$ cat config.mk
export PLATFORM = sky130hd
export DESIGN_NAME = mem_port_arbiter
export DESIGN_NICKNAME = d
export VERILOG_FILES = /design/src/rtl/mem_pkg.sv /design/src/rtl/rd_tag_pipe.sv /design/src/rtl/mem_port_arbiter.sv
export SDC_FILE = /design/constraint.sdc
export NUM_CORES = 1
export LEC_CHECK = 0
export CAP_MARGIN = 20
export CORE_MARGIN = 1.5
export CORE_UTILIZATION = 38
export CTS_CLUSTER_SIZE = 40
export DETAILED_ROUTE_END_ITERATION = 12
export GPL_TIMING_DRIVEN = 0
export PLACE_DENSITY = 0.86
export SLEW_MARGIN = 30
export SYNTH_ARGS = -nofsm -noshare
export SYNTH_HDL_FRONTEND = slang
export SYNTH_HIERARCHICAL = 1
export SYNTH_SLANG_ARGS = --single-unit
$ cat constraint.sdc
create_clock -name clk -period 2.7 [get_ports clk]
set_input_delay 0.81 -clock clk [delete_from_list [all_inputs] [get_ports clk]]
set_output_delay 0.81 -clock clk [all_outputs]
set_load 0.01 [all_outputs]
$ cat src/rtl/mem_pkg.sv
// rtl/mem_pkg.sv - shared types and constants for the primary-memory port arbiter
package mem_pkg;

  localparam int MEM_AW = 16;
  localparam int MEM_DW = 16;
  localparam logic [MEM_AW-1:0] XFR_WIN_BASE = 16'd49152;

  typedef enum logic [1:0] {
    OWN_NONE = 2'd0,
    OWN_CPU  = 2'd1,
    OWN_XFR  = 2'd2
  } owner_t;

  typedef enum logic [1:0] {
    ST_IDLE    = 2'd0,
    ST_OWN_CPU = 2'd1,
    ST_OWN_XFR = 2'd2,
    ST_TURN    = 2'd3
  } arb_state_t;

  typedef struct packed {
    logic   valid;
    owner_t owner;
  } rd_tag_t;

  // On a tie the requester that did not own the port last goes first.
  function automatic arb_state_t pick_owner(input logic cpu_req, input logic xfr_req,
                                            input owner_t last_owner);
    if (cpu_req && xfr_req) return (last_owner == OWN_CPU) ? ST_OWN_XFR : ST_OWN_CPU;
    else if (cpu_req)       return ST_OWN_CPU;
    else if (xfr_req)       return ST_OWN_XFR;
    else                    return ST_IDLE;
  endfunction

endpackage

$ cat src/rtl/rd_tag_pipe.sv
// rtl/rd_tag_pipe.sv - shift register tracking which requester issued each in-flight read
module rd_tag_pipe
  import mem_pkg::*;
#(
  parameter int DEPTH = 2
) (
  input  logic    clk,
  input  logic    rst,
  input  rd_tag_t tag_i,
  output rd_tag_t tag_o
);

  rd_tag_t pipe_q [DEPTH];

  always_ff @(posedge clk or posedge rst) begin
    if (rst) begin
      for (int i = 0; i < DEPTH; i++) pipe_q[i] <= '0;
    end else begin
      pipe_q[0] <= tag_i;
      for (int i = 1; i < DEPTH; i++) pipe_q[i] <= pipe_q[i-1];
    end
  end

  assign tag_o = pipe_q[DEPTH-1];

endmodule

$ cat src/rtl/mem_port_arbiter.sv
// rtl/mem_port_arbiter.sv - round-robin, burst-bounded arbiter sharing the primary memory
// port between the CPU and the block-transfer engine, with tagged read return.
module mem_port_arbiter
  import mem_pkg::*;
#(
  parameter int AW        = MEM_AW,
  parameter int DW        = MEM_DW,
  parameter int MAX_BURST = 4,
  parameter int RD_LAT    = 1
) (
  input  logic          clk,
  input  logic          rst,
  input  logic          cpu_req,
  input  logic          cpu_we,
  input  logic [AW-1:0] cpu_addr,
  input  logic [DW-1:0] cpu_wdata,
  output logic          cpu_gnt,
  output logic          cpu_rvalid,
  output logic [DW-1:0] cpu_rdata,
  input  logic          xfr_req,
  input  logic          xfr_we,
  input  logic [AW-1:0] xfr_addr,
  input  logic [DW-1:0] xfr_wdata,
  output logic          xfr_gnt,
  output logic          xfr_rvalid,
  output logic [DW-1:0] xfr_rdata,
  output logic [AW-1:0] mem_addr,
  output logic [DW-1:0] mem_data,
  output logic          mem_wren,
  input  logic [DW-1:0] mem_q
);

  localparam int CW = $clog2(MAX_BURST + 1);
  localparam logic [CW-1:0] CNT_MAX = CW'(MAX_BURST);

  arb_state_t    state_q, state_d;
  owner_t        last_owner_q, last_owner_d;
  logic [CW-1:0] burst_cnt_q, burst_cnt_d, cnt_inc;
  logic          cpu_gnt_q, xfr_gnt_q;
  logic          cpu_acc, xfr_acc;
  logic [AW-1:0] mem_addr_q;
  logic [DW-1:0] mem_data_q, cpu_rdata_q, xfr_rdata_q;
  logic          mem_wren_q, cpu_rvalid_q, xfr_rvalid_q;
  rd_tag_t       push_tag, ret_tag;

  assign cpu_acc = cpu_gnt_q & cpu_req;
  assign xfr_acc = xfr_gnt_q & xfr_req;
  assign cnt_inc = (burst_cnt_q == CNT_MAX) ? CNT_MAX : burst_cnt_q + CW'(1);

  always_comb begin
    state_d      = state_q;
    last_owner_d = last_owner_q;
    burst_cnt_d  = burst_cnt_q;
    unique case (state_q)
      ST_IDLE, ST_TURN: state_d = pick_owner(cpu_req, xfr_req, last_owner_q);
      ST_OWN_CPU: begin
        // The burst limit only bites when the other side is actually waiting.
        if (!cpu_req || (cnt_inc == CNT_MAX && xfr_req)) begin
          state_d      = ST_TURN;
          last_owner_d = OWN_CPU;
          burst_cnt_d  = '0;
        end else begin
          burst_cnt_d  = cnt_inc;
        end
      end
      ST_OWN_XFR: begin
        if (!xfr_req || (cnt_inc == CNT_MAX && cpu_req)) begin
          state_d      = ST_TURN;
          last_owner_d = OWN_XFR;
          burst_cnt_d  = '0;
        end else begin
          burst_cnt_d  = cnt_inc;
        end
      end
      default: state_d = ST_IDLE;
    endcase
  end

  always_ff @(posedge clk or posedge rst) begin
    if (rst) begin
      state_q      <= ST_IDLE;
      last_owner_q <= OWN_XFR;
      burst_cnt_q  <= '0;
      cpu_gnt_q    <= 1'b0;
      xfr_gnt_q    <= 1'b0;
    end else begin
      state_q      <= state_d;
      last_owner_q <= last_owner_d;
      burst_cnt_q  <= burst_cnt_d;
      cpu_gnt_q    <= (state_d == ST_OWN_CPU);
      xfr_gnt_q    <= (state_d == ST_OWN_XFR);
    end
  end

  always_ff @(posedge clk or posedge rst) begin
    if (rst) begin
      mem_addr_q <= '0;
      mem_data_q <= '0;
      mem_wren_q <= 1'b0;
    end else if (cpu_acc) begin
      mem_addr_q <= cpu_addr;
      mem_data_q <= cpu_wdata;
      mem_wren_q <= cpu_we;
    end else if (xfr_acc) begin
      mem_addr_q <= xfr_addr;
      mem_data_q <= xfr_wdata;
      mem_wren_q <= xfr_we;
    end else begin
      mem_wren_q <= 1'b0;
    end
  end

  always_comb begin
    push_tag.valid = (cpu_acc & ~cpu_we) | (xfr_acc & ~xfr_we);
    push_tag.owner = cpu_acc ? OWN_CPU : (xfr_acc ? OWN_XFR : OWN_NONE);
  end

  // One stage per cycle of memory latency plus the address register stage.
  rd_tag_pipe #(.DEPTH(RD_LAT + 1)) u_rd_tag_pipe (
    .clk   (clk),
    .rst   (rst),
    .tag_i (push_tag),
    .tag_o (ret_tag)
  );

  always_ff @(posedge clk or posedge rst) begin
    if (rst) begin
      cpu_rvalid_q <= 1'b0;
      xfr_rvalid_q <= 1'b0;
      cpu_rdata_q  <= '0;
      xfr_rdata_q  <= '0;
    end else begin
      cpu_rvalid_q <= ret_tag.valid && (ret_tag.owner == OWN_CPU);
      xfr_rvalid_q <= ret_tag.valid && (ret_tag.owner == OWN_XFR);
      if (ret_tag.valid && ret_tag.owner == OWN_CPU) cpu_rdata_q <= mem_q;
      if (ret_tag.valid && ret_tag.owner == OWN_XFR) xfr_rdata_q <= mem_q;
    end
  end

  assign cpu_gnt    = cpu_gnt_q;
  assign xfr_gnt    = xfr_gnt_q;
  assign cpu_rvalid = cpu_rvalid_q;
  assign xfr_rvalid = xfr_rvalid_q;
  assign cpu_rdata  = cpu_rdata_q;
  assign xfr_rdata  = xfr_rdata_q;
  assign mem_addr   = mem_addr_q;
  assign mem_data   = mem_data_q;
  assign mem_wren   = mem_wren_q;

endmodule

# After elaboration in Yosys (flattened, before gate mapping)

Cells that the tools add are included.

Register bits: 82
Word-level logic and storage cells: 72

Bitwise operators: 7
Reduce and logical (&&, ||, !) cells: 14
Equal/unequal tests: 12
Muxes and demuxes: 22
$add $sub $neg: 1

Operators by type and width:

| kind                                           | count |
|---|---|
| two-way mux 16 bit                             | 4 |
| two-way mux 2 bit                              | 10 |
| two-way mux 3 bit                              | 3 |
| == test 2 x 1 -> 1 bit (second input constant) | 4 |
| == test 2 bit (second input constant)          | 4 |
| == test 3 bit (second input constant)          | 2 |
| case mux 2 bit (3 select lines)                | 1 |
| case mux 3 bit (2 select lines)                | 1 |
| logical AND 1 bit                              | 5 |
| AND 1 bit                                      | 4 |
| != test 2 bit (second input constant)          | 2 |
| case mux 2 bit (2 select lines)                | 1 |
| nonzero test 2 bit                             | 2 |
| adder 3 x 1 -> 3 bit (second input constant)   | 1 |
| AND reduction 3 bit                            | 1 |
| logical NOT 1 bit                              | 2 |
| logical NOT 2 bit                              | 1 |
| logical OR 1 bit                               | 2 |
| two-way mux 1 bit                              | 2 |
| inverter 1 bit                                 | 2 |
| OR reduction 2 bit                             | 1 |
| bitwise OR 1 bit                               | 1 |

# Depth between registers and ports, before layout

Gate-level depths: netlist of run 1.

Depth in word-level cells: 8
Depth in mapped cells: 8
Mapped depth without buffers: 7

# By module

The synthesis of run 1 kept the hierarchy.

Modules (own cells, without submodules):

| module           | sequential area each (um^2) | cells an instance | times used | area each (um^2) |
|---|---|---|---|---|
| mem_port_arbiter | 1903.1                      | 347               | 1          | 3320.7 |
| rd_tag_pipe      | 150.1                       | 10                | 1          | 176.4 |

# Worst setup path before layout of run 1

OpenSTA, ideal clock, no wires.

Path kind: input port to flip-flop
From: in xfr_req
To: reg last_owner_q[1]
Setup slack: 0.898 ns
Stages on the path: 5
Arrival: 1.720 ns
Required time: 2.618 ns
Buffers on the path: 1
Path through: buf_2 > nand2_1 > o22ai_1 > a211o_2 > mux2_4

Word-level cells in the longest chain between the ends: 4
Elaborated cells on any way between the ends: 7
Classes of those cells: 2 x eq/ne; 5 x reduce/logical

RTL lines:

| item                                                   | RTL line                                       | RTL |
|---|---|---|
| start, declared                                        | mem_port_arbiter.sv:20                         | `input logic xfr_req,` |
| logical NOT 1 bit or logical AND 1 bit (tied branches) | mem_port_arbiter.sv:67, mem_port_arbiter.sv:58 |  |
| logical OR 1 bit (on tied branches)                    | mem_port_arbiter.sv:67, mem_port_arbiter.sv:58 |  |
| != test 2 bit (no line)                                | --                                             |  |
| AND reduction 3 bit (no line) *                        | --                                             |  |
| end signal, assigned                                   | mem_port_arbiter.sv:88                         | `last_owner_q <= last_owner_d;` |
| end, declared                                          | mem_port_arbiter.sv:37                         | `owner_t last_owner_q, last_owner_d;` |

Every way passes the cells marked *; elsewhere a longest branch is shown, timed or not.
A chain may end at the register's enable or synchronous reset.

# Final worst setup path of run 1

From: reg mem_addr_q[9] (netlist: mem_addr[9])
To: out mem_addr[9]

RTL lines:

| item                   | RTL line                | RTL |
|---|---|---|
| start, declared        | mem_port_arbiter.sv:41  | `logic [AW-1:0] mem_addr_q;` |
| start signal, assigned | mem_port_arbiter.sv:101 | `mem_addr_q <= cpu_addr;` |
| start signal, assigned | mem_port_arbiter.sv:105 | `mem_addr_q <= xfr_addr;` |
| end, declared          | mem_port_arbiter.sv:27  | `output logic [AW-1:0] mem_addr,` |

No word-level cell between the ends.

==> results of run 1 <==
## through the flow
stage / hold WS (ps) / instances / power, mW
final: 358 / 635 / 5.53
after global routing: 369 / 635 / 5.90
after CTS: 360 / 635 / 5.57
after detailed placement: 340 / 619 / 4.58
after global placement: 334 / 617 / 4.45
after floorplan: 331 / 357 / 3.19
## registers in the layout, indices dropped and copies added, names as in the netlist
register              cells
xfr_rdata                16
cpu_gnt                   1
u_rd_tag_pipe/tag_o       3
burst_cnt_q               3
cpu_rdata                16
mem_addr                 16
state_q                   2
cpu_rvalid                1
xfr_gnt                   1
last_owner_q              2
mem_wren                  1
xfr_rvalid                1
u_rd_tag_pipe/pipe_q      3
mem_data                 16
## metal layers
layer  GRT usage [%]  part of all wire [%]  vias to the layer above
li1                -                     -                     1481
met3            5.89                   8.8                       14
met1            24.1                    41                     1485
met4            7.14                   1.6                        0
met5               0                     0                        -
met2            33.2                    49                      138
## area by class of cell
| class | instances | area share, % |
|---|---|---|
| timing repair buffer | 154 | 28.8 |
| inverter | 14 | 1.04 |
| tap | 108 | 2.49 |
| sequential | 82 | 37.9 |
| buffer | 21 | 2.06 |
| multi-input combinational | 240 | 23.6 |
| clock buffer | 12 | 2.68 |
| clock inverter | 4 | 1.39 |
## power groups by stage
stage | combinational, mW | clock, mW | sequential [mW]
3_5_place_dp | 2.47 | 0 | 2.11
4_1_cts | 2.47 | 1.00 | 2.10
2_1_floorplan | 0.899 | 0 | 2.29
3_3_place_gp | 2.37 | 0 | 2.09
5_1_grt | 2.69 | 1.04 | 2.17
6_report | 2.45 | 0.978 | 2.10
## worst max-delay path by stage
stage / from / end / slack [ps] / cells after the start
floorplan: xfr_req / last_owner_q[1] / 900 / 5
global placement: rst / mem_addr[1] / 120 / 2
detailed placement: rst / mem_addr[6] / 700 / 4
CTS: mem_data[15] / mem_data[15] / 570 / 1
global route: mem_data[15] / mem_data[15] / 540 / 1
finish: mem_addr[9] / mem_addr[9] / 600 / 1
## synthesized netlist by cell type, types with 2 or more instances
| master | number |
|---|---|
| ha_1 | 4 |
| buf_2 | 11 |
| dfrtp_1 | 81 |
| clkinv_1 | 2 |
| nand3b_1 | 2 |
| buf_4 | 5 |
| o21ai_0 | 36 |
| clkbuf_1 | 5 |
| nor2_1 | 4 |
| o22ai_1 | 2 |
| a31oi_1 | 2 |
| and2_1 | 2 |
| nand2b_1 | 3 |
| inv_1 | 12 |
| mux2i_1 | 34 |
| nand2_1 | 135 |
| a21oi_1 | 6 |
## kinds of logic (layout without fill, tap and decap cells)
family,Yosys count,in the layout
AND/OR/NAND/NOR,149,149
XOR/XNOR,1,1
adder cells (fa/ha/maj),4,4
multiplexers,35,35
AO/OA/AOI/OAI,51,51
flip-flops,82,82
buffers and inverters,35,205
==> reports/metrics.csv, run 1 <==
metric,value,unit
status,"complete, but fails checks",
failing checks,DRC,
Startpoint Class,flop,
IO Port Bufs,152,
DP HPWL,7080,um
initial antenna violation count,0,
"Slowest-stage cell, CP",clkdlybuf4s50_1,
worst path bufs/invs,1,
clk slew on worst S/H paths,90,ps
Max Cap Violations,0,
"Worst Path Class, Setup",flop to output port,
Final Max Slew Viols,0,
DR vias,3118,
Final ANT Viol Nets,0,
Relative slew margins,67.6,%
simple-gate share of the synthesized area,16.8,%
"area leader, netlist",dfrtp_1,
number of hold buffers added after cts,0,
P&R area growth vs syn,54.9,%
drt wl/cell,14.6,um
multi-input logic area,0.00128,mm^2
critical path's largest stage delay,550,ps
share of total power in combinational logic,44.4,%
Synth top area share,58.0,%
#FFs+latches synth,82,
vias in the first global route,3214,
number of setup buffers added after CTS,0,
Highest Clock Rate,0.477,GHz
Synth Cell Area,0.00350,mm^2
row count,34,
WP data required,1890,ps
maximum fanout along the worst path,2,
number of buffers created by CTS,9,
cell area after layout,0.00542,mm^2
drt via density,4.91,
CTS Sinks,82,
ratio of final minimum period to clock period,77.7,%
core box area,0.00881,mm^2
top post-synthesis cells by area,"dfrtp_1, nand2_1, mux2i_1",
Pwr per Cell Area,1020,mW/mm^2
highest-count cells in the layout ignoring fill and taps,"clkdlybuf4s50_1, nand2_1, dfrtp_1",
Final Hold Vio Count,0,
sw frac,33.3,%
share of layout cells above drive strength 1,7.02,%
final setup violation count,0,
Worst Setup End Kind,output port,
Die Wd,98.9,um
Synth Net Count,447,
dpl cell area,0.00520,mm^2
WHS Endpoint,u_rd_tag_pipe/tag_o[1],
clk_skew,10.6,ps
Total Wirelength,9290,um
CP arrival,1290,ps
crit-path leading delay family,buffers and inverters,
Clk pwr share,17.7,%
CTS Root Cell,clkbuf_8,
RSZ-0062 raised after global routing,false,
Syn Area/Cell,9.80,um^2
register area,0.00205,mm^2
Ys Warns,6,
number of primary I/O pins,155,
Net Sw Power,1.84,mW
total global routing overflow,0,
Setup WS pre-CTS,696,ps
clk_lat worst skew,340,ps
"Async S/R FF share, synth",100,%
final net count,612,
main combinational cell family by area after synthesis,simple AND/OR/NAND/NOR gates,
initial cell density of the core,39.7,%
maximum clock path buffer count,2,
filler cell count,719,
WHS Path Cells,0,
number of diodes,0,
number of enable flip-flop cells after synthesis,0,
crit-path cells,clkdlybuf4s50_1,
largest net degree at the start of global routing,30,
compound-gate portion of the synthesized area,7.98,%
mux contribution to synthesized area,10.2,%
post-layout minimum cycle time,2100,ps
maximum vdd drop,0.472,mV
Synth Area in Adders,1.43,%
Final Core Density,61.5,%
setup slack after layout,602,ps
part of the power in registers,38.0,%
post-synthesis xor/xnor area fraction,0.250,%
top_reg_cell synth,dfrtp_1,
Lkg Pwr,2.60,nW
Post-Synthesis Cells,357,
"Distinct cells, synth",28,
CTS tree,yes,
Iter 0 DRT Violations,166,
die area,0.00979,mm^2
Tot GR Track Use,19.7,%
drt drc,11,
Worst Reg-to-Reg Cells,7,
Pint,3.69,mW
reg2reg start,burst_cnt_q[0],
CTS H-tree lvls,3,
share of the yosys chip area belonging to registers,58.7,%
die height,98.9,um
first-pass detailed-route iteration total,11,
worst min-delay path category,flop to flop,
internal reg-to-reg setup slack,890,ps
HP Start,u_rd_tag_pipe/pipe_q[4],
Slew @ Worst Pin,485,ps
"commonest non-fill, non-tap cell in the layout",clkdlybuf4s50_1,
first-pass GRT wire length,15400,um
Resize count post-CTS,0,
Final GP Congestion,0.771,
RR Endpoint,xfr_gnt,
Fin Setup TNS,0,ps
(Power assumes the default switching activity.)
==> run 2: changes to the inputs <==
==> constraint.sdc (replaced) <==
create_clock -name clk -period 1.9 [get_ports clk]
set_input_delay 0.57 -clock clk [delete_from_list [all_inputs] [get_ports clk]]
set_output_delay 0.57 -clock clk [all_outputs]
set_load 0.01 [all_outputs]
==> reports/metrics.csv, run 2 (synthesized netlist as in run 1, its figures left out) <==
metric,value,unit,change
"commonest non-fill, non-tap cell in the layout",clkdlybuf4s50_1,,
Relative slew margins,67.5,%,about the same
clk_lat worst skew,340,ps,about the same
ratio of final minimum period to clock period,97.9,%,
filler cell count,720,,+0.14%
Iter 0 DRT Violations,137,,-17%
status,"complete, but fails checks",,
core box area,0.00881,mm^2,unchanged
P&R area growth vs syn,55.3,%,
Final ANT Viol Nets,0,,unchanged
initial cell density of the core,39.7,%,unchanged
Lkg Pwr,2.63,nW,+1.3%
CTS Sinks,82,,unchanged
share of layout cells above drive strength 1,7.21,%,+0.19 points
row count,34,,unchanged
Pwr per Cell Area,1450,mW/mm^2,+42%
vias in the first global route,3214,,unchanged
Worst Setup End Kind,output port,,
crit-path leading delay family,buffers and inverters,,
final net count,612,,unchanged
Fin Setup TNS,0,ps,unchanged
number of hold buffers added after cts,0,,unchanged
number of primary I/O pins,155,,unchanged
post-layout minimum cycle time,1860,ps,
final setup violation count,0,,unchanged
clk slew on worst S/H paths,90,ps,about the same
drt drc,11,,unchanged
critical path depth,1,,unchanged
largest net degree at the start of global routing,30,,unchanged
Resize count post-CTS,0,,unchanged
crit-path cells,clkdlybuf4s50_1,,
failing checks,DRC,,
critical path's largest stage delay,550,ps,about the same
number of diodes,0,,unchanged
worst path bufs/invs,1,,unchanged
first-pass GRT wire length,15400,um,unchanged
Slew @ Worst Pin,486,ps,+0.607 ps
Max Cap Violations,0,,unchanged
CTS tree,yes,,
IO Port Bufs,152,,unchanged
worst min-delay path category,flop to flop,,
die height,98.9,um,unchanged
number of setup buffers added after CTS,0,,unchanged
initial antenna violation count,0,,unchanged
maximum fanout along the worst path,2,,unchanged
Final GP Congestion,0.771,,unchanged
maximum clock path buffer count,2,,unchanged
WHS Path Cells,0,,unchanged
first-pass detailed-route iteration total,11,,unchanged
highest-count cells in the layout ignoring fill and taps,"clkdlybuf4s50_1, nand2_1, dfrtp_1",,
Worst Reg-to-Reg Cells,6,,-1
maximum vdd drop,0.667,mV,+41%
Total Wirelength,9350,um,+0.57%
"Slowest-stage cell, CP",clkdlybuf4s50_1,,
die area,0.00979,mm^2,unchanged
drt via density,4.92,,+0.26%
WP data required,1330,ps,-560 ps
DP HPWL,7080,um,unchanged
Final Max Slew Viols,0,,unchanged
Startpoint Class,flop,,
cell area after layout,0.00543,mm^2,+0.25%
drt wl/cell,14.7,um,+0.57%
CTS Root Cell,clkbuf_8,,
number of buffers created by CTS,9,,unchanged
CP arrival,1290,ps,about the same
Die Wd,98.9,um,unchanged
CTS H-tree lvls,3,,unchanged
Highest Clock Rate,0.537,GHz,
Final Hold Vio Count,0,,unchanged
clk_skew,10.6,ps,-0.0432 ps
DR vias,3126,,+0.26%
"Worst Path Class, Setup",flop to output port,,
total global routing overflow,0,,unchanged
dpl cell area,0.00520,mm^2,unchanged
Tot GR Track Use,19.7,%,unchanged
RSZ-0062 raised after global routing,false,,
==> run 2: final cells by class <==
type / instances / area, um^2 / share of cell area [%]
repair buffers: 154 / 1570 / 28.9
multi-input cells: 240 / 1290 / 23.7
clock buffers: 12 / 145 / 2.67
flip-flops and latches: 82 / 2050 / 37.8
inverters: 14 / 56.3 / 1.04
plain buffers: 21 / 111 / 2.05
well taps: 108 / 135 / 2.49
clock inverters: 4 / 75.1 / 1.38
==> run 2: metal layers <==
metal / track usage (%) / part of all wire [%] / routed length [um]
met1: 24.1 / 40 / 3780
met2: 33.2 / 49 / 4570
met3: 5.89 / 9.0 / 844
met4: 7.14 / 1.6 / 149
met5: 0 / 0 / 0
==> run 2: final timing paths <==
kind                                               from                      to  slack (ps)
worst min-delay path            u_rd_tag_pipe/pipe_q[4]  u_rd_tag_pipe/tag_o[1]         360
min in group asynchronous                           rst  u_rd_tag_pipe/tag_o[0]         530
worst min register to register  u_rd_tag_pipe/pipe_q[4]  u_rd_tag_pipe/tag_o[1]         360
worst max-delay path                        mem_addr[9]             mem_addr[9]          40
max in group asynchronous                           rst            mem_addr[10]         550
worst max register to register           burst_cnt_q[0]                 xfr_gnt         140
==> run 2: where the power goes <==
| group | switching (mW) | total (mW) | leakage (nW) | internal, mW |
|---|---|---|---|---|
| registers | 0.460 | 2.99 | 0.973 | 2.53 |
| clock network | 0.611 | 1.39 | 0.103 | 0.778 |
| logic | 1.56 | 3.50 | 1.56 | 1.93 |
==> run 2: stage by stage <==
stage,cells,power (mW),utilization (%),hold slack [ps],worst slack [ps]
after CTS,635,7.92,61.5,360,10.6
after detailed placement,619,6.51,59.0,340,122
after floorplan,357,4.54,-,331,270
after global placement,617,6.33,58.6,334,-439
final,635,7.87,61.7,358,39.1
after global routing,635,8.39,61.7,369,6.06
